File: config.mk
export PLATFORM = sky130hd
export DESIGN_NAME = seg_scroll_mux
export DESIGN_NICKNAME = d
export VERILOG_FILES = /design/src/rtl/seg_pkg.sv /design/src/rtl/refresh_tick.sv /design/src/rtl/seg_scroll_mux.sv
export SDC_FILE = /design/constraint.sdc
export NUM_CORES = 1
export LEC_CHECK = 0
export ABC_AREA = 0
export BUFFER_PORTS_ARGS = -buffer_cell sky130_fd_sc_hd__buf_2
export CAP_MARGIN = 20
export CORE_MARGIN = 2
export CORE_UTILIZATION = 50
export DETAILED_ROUTE_END_ITERATION = 7
export MAX_ROUTING_LAYER = met4
export PLACE_DENSITY = 0.68
export SLEW_MARGIN = 20
export SYNTH_ARGS = -nofsm -noshare
export SYNTH_HDL_FRONTEND = slang
export SYNTH_SLANG_ARGS = --single-unit
File: constraint.sdc
create_clock -name clk -period 4.65 [get_ports clk]
set_clock_uncertainty 0.15 [all_clocks]
set_input_delay 0.6975 -clock clk [delete_from_list [all_inputs] [get_ports clk]]
set_output_delay 0.6975 -clock clk [all_outputs]
set_load 0.005 [all_outputs]
File: src/rtl/seg_pkg.sv
// seg_pkg: shared seven-segment constants (active-low, bit order {g,f,e,d,c,b,a})
package seg_pkg;
  localparam int NUM_DIGITS = 4;
  localparam logic [6:0] SEG_BLANK = 7'b1111111;
  localparam logic [6:0] SEG_U     = 7'b1000001;
  localparam logic [6:0] SEG_A     = 7'b0001000;
  localparam logic [6:0] SEG_B     = 7'b0000011;
  localparam logic [6:0] SEG_C     = 7'b1000110;
  localparam logic [6:0] SEG_DASH  = 7'b0111111;
  localparam logic [6:0] SEG_E     = 7'b0000110;
  localparam logic [6:0] SEG_L     = 7'b1000111;
  localparam logic [6:0] SEG_T     = 7'b0000111;
  localparam logic [6:0] SEG_R     = 7'b0101111;
  localparam logic [6:0] SEG_O     = 7'b1000000;
  localparam logic [6:0] SEG_N     = 7'b0101011;
  localparam logic [6:0] SEG_I     = 7'b1111001;
endpackage

File: src/rtl/refresh_tick.sv
// refresh_tick: digit refresh divider, pulses tick on the wrap cycle while enabled
module refresh_tick #(
  parameter int REFRESH_DIV = 5000
) (
  input  logic clk,
  input  logic rst,
  input  logic en,
  output logic tick
);
  logic [15:0] rc;
  assign tick = en && (rc == 16'(REFRESH_DIV - 1));
  // count 0..REFRESH_DIV-1 while enabled, hold otherwise
  always_ff @(posedge clk or posedge rst)
    if (rst) rc <= '0;
    else if (en) rc <= tick ? '0 : rc + 16'd1;
endmodule

File: src/rtl/seg_scroll_mux.sv
// seg_scroll_mux: scrolling 4-digit seven-segment display multiplexer
module seg_scroll_mux #(
  parameter int REFRESH_DIV = 5000,
  parameter int NUM_DIGITS  = 4
) (
  input  logic                  clk,
  input  logic                  rst,
  input  logic                  en,
  input  logic                  clear,
  input  logic [6:0]            seg_in,
  input  logic                  seg_valid,
  output logic                  seg_ready,
  output logic [6:0]            seg,
  output logic [NUM_DIGITS-1:0] an
);
  import seg_pkg::*;
  logic                       tick, frame, pend;
  logic [1:0]                 sidx;
  logic [6:0]                 hold;
  logic [NUM_DIGITS-1:0][6:0] d;
  assign seg_ready = !pend;
  assign frame = tick && (sidx == 2'd3);
  refresh_tick #(.REFRESH_DIV(REFRESH_DIV)) u_tick (
    .clk  (clk),
    .rst  (rst),
    .en   (en),
    .tick (tick)
  );
  // scan index advances once per refresh tick
  always_ff @(posedge clk or posedge rst)
    if (rst) sidx <= '0;
    else if (tick) sidx <= sidx + 2'd1;
  // one-entry input buffer; committed into the store only at frame boundaries so a frame never tears
  always_ff @(posedge clk or posedge rst)
    if (rst) begin
      d    <= {NUM_DIGITS{SEG_BLANK}};
      hold <= SEG_BLANK;
      pend <= 1'b0;
    end else if (clear) begin
      d    <= {NUM_DIGITS{SEG_BLANK}};
      pend <= 1'b0;
    end else if (frame && pend) begin
      d    <= {d[NUM_DIGITS-2:0], hold};
      pend <= 1'b0;
    end else if (seg_valid && seg_ready) begin
      hold <= seg_in;
      pend <= 1'b1;
    end
  // registered pin drive, blanked while disabled
  always_ff @(posedge clk or posedge rst)
    if (rst) begin
      an  <= '1;
      seg <= SEG_BLANK;
    end else begin
      an  <= en ? ~(NUM_DIGITS'(1) << sidx) : '1;
      seg <= en ? d[sidx] : SEG_BLANK;
    end
endmodule
==> impl_metrics.py <==
metrics = {
    "status": {
        "status": "completed",
    },
    "synth": {
        "synthArstFlopShare": 1.00,
        "synth_top_area_frac": 0.409,
        "yosys-top-cells-count": "dfstp_2 (46), nor2_1 (44), mux2i_1 (29), dfrtp_1 (19)",
        "ys_seq_elements": 65,
        "synthesis.nets": 256,
        "synth.area.top_cells": "dfstp_2 (41%), dfrtp_1 (16%), mux2i_1 (9.8%), nor2_1 (5.6%), mux4_2 (5.3%)",
        "seq_area_frac_synth": 0.570,
        "synth_most_common_cell": "dfstp_2",
        "synth-edff-count": 0,
        "synth_top_cell_by_area": "dfstp_2",
        "synth_ff_type": "dfstp_2",
        "synth_area_per_cell_um2": 12.4,
        "synth_area_mm2": 0.00296,
        "synth_warnings": 0,
        "synth_cells": 239,
        "ys_types": 29,
    },
    "finish": {
        "stdcell_area_mm2": 0.00328,
        "areaGrowthSynthToFinish_pct": 11.0,
        "drive_above_1_share": 0.353,
        "num-nets-final": 281,
        "fin_cells": 344,
        "n_antenna_cell": 0,
        "nFillCells": 508,
    },
    "sta": {
        "hold_violations": 0,
        "min_period_over_period": 0.465,
        "period_minus_slack_ns": 2.16,
        "relSlewSlack": 0.558,
        "setup_viol": 0,
        "fmaxAchievable_mhz": 463,
        "final.setup.tns_ns": 0,
        "worst_pin_slew_ns": 0.660,
        "finalMaxSlewViolations": 0,
        "rsz0062_at_grt": "no",
        "whs_ns": 0.299,
    },
    "power": {
        "powerDensity_mw_per_mm2": 348,
        "switchingPower_mw": 0.284,
        "clkPwrFrac": 0.355,
        "p_leak_nw": 1.26,
        "seqPwrFrac": 0.568,
        "power_mw": 1.14,
        "swShare": 0.249,
        "ir_drop_mv": 0.215,
        "intPower_mw": 0.859,
        "pwr-share-comb": 0.077,
    },
    "place": {
        "port_buffers": 23,
        "hpwl_mm": 3.29,
        "placedCellCount": 328,
        "globalplace.congestion": 0.827,
        "place_area_mm2": 0.00312,
    },
    "hold_path": {
        "min_path_type": "in -> async",
    },
    "route": {
        "ant_nets": 0,
        "dr.first_iter.drc_count": 75,
        "routed_wl_mm": 4.95,
        "drc": 0,
        "dr_total_vias": 1795,
        "first_pass_iters": 5,
        "wl_per_cell_um": 14.4,
        "vias_per_cell": 5.22,
    },
    "global_route": {
        "grt_start_max_net_pins": 38,
        "grt_util_all_layers": 0.181,
        "antenna_found_initial": 0,
        "first_global_vias": 1802,
        "grt-ovfl-total": 0,
        "grt_first_pass_wirelength_mm": 8.63,
    },
    "floorplan": {
        "die-area_mm2": 0.00654,
        "start_util": 0.508,
        "die_h_um": 80.9,
        "core-area_mm2": 0.00582,
        "rows": 28,
        "chipWidth_um": 80.9,
        "io_pins": 24,
    },
    "setup_path": {
        "cp-start-kind": "primary input",
        "cp.arrival_ns": 2.26,
        "crit_path_end_kind": "flip-flop",
        "critPathKind": "in -> reg",
        "crit_fanout": 29,
        "cp.required_ns": 4.75,
    },
    "clocking": {
        "cts_tree": "done",
        "cts-root-buf": "clkbuf_8",
        "h-tree-depth": 3,
        "post_cts_resize_count": 0,
        "post_cts_buffers": 0,
        "clockBufferDepth": 2,
        "cts_hold_buffers": 0,
        "cts_buffers": 9,
        "cts.clk_slew.worst_paths_ns": 0.07,
        "clk_latency_ns": 0.33,
        "clock-sinks": 65,
    },
    "run": {
        "cap_violations": 0,
    },
}
[power groups by stage]
stage	Combinational (mW)	Clock [mW]	Sequential, mW
global route	0.104	0.442	0.655
finish	0.0878	0.407	0.649
global placement	0.0865	0	0.656
detailed placement	0.0894	0	0.658
CTS	0.0899	0.420	0.649
floorplan	0.0705	0	0.648
[sequential cells by signal (all words and copies together), names as in the netlist]
signal / flops
sidx: 2
u_tick.rc: 16
hold: 7
d: 28
an: 4
pend: 1
seg: 7
[layout make-up]
cell class | instances | area [µm²] | share of cell area
well taps | 75 | 93.8 | 0.0286
flip-flops and latches | 65 | 1680 | 0.513
clock buffers | 15 | 156 | 0.0477
multi-input cells | 156 | 1190 | 0.361
clock inverters | 1 | 5.00 | 0.00152
repair buffers | 25 | 130 | 0.0396
inverters | 7 | 26.3 | 0.00801
[logic make-up (layout without fill, tap and decap cells)]
group           after synthesis  after routing  share of synthesized area
compound gates                2              2                    0.00381
xor+xnor                     15             15                     0.0444
fa+ha+maj                     5              5                     0.0212
buf+inv                      18             48                     0.0313
flops                        65             65                      0.570
mux                          44             44                      0.182
simple gates                 90             90                      0.148
[stage by stage]
stage                     utilization  setup slack [ns]
after floorplan                     -              2.25
after CTS                       0.564              2.48
after global placement          0.537              2.20
after detailed placement        0.537              2.14
after global routing            0.564              2.32
final                           0.564              2.49
[placed cells by master (no fill, tap or decap), drive strengths merged, types with 5 or more instances in the layout]
cell	count
dfstp	46
nor2	45
mux2i	29
buf	25
dfrtp	19
clkbuf	15
xnor2	12
nand2	12
nor3	9
mux2	8
nand2b	8
mux4	7
inv	7
nand4	6
ha	5
[layer usage]
metal	global-route usage	vias to the layer above	routed length (µm)
li1	-	867	-
met1	0.242	887	2430
met4	0.0576	0	70
met3	0.0622	5	236
met2	0.261	36	2220
met5	-	-	0
[critical path, stage by stage]
cell      delay (ns)
buf_2           0.30
nand3_2         0.18
nand2b_4        0.20
nor3_4          0.17
buf_4           0.43
mux2i_1         0.26
[worst paths after layout]
kind	start	end	slack, ns	cells past startpoint
max in group asynchronous	rst	d[10]	3.15	3
max reg2reg	sidx[0]	d[3]	2.55	5
max	en	d[3]	2.49	6
min	rst	u_tick.rc[8]	0.30	2
min in group clk	u_tick.rc[0]	u_tick.rc[0]	0.36	1
min reg2reg	u_tick.rc[0]	u_tick.rc[0]	0.36	1
Note: power is estimated with default switching activity, not from simulation.
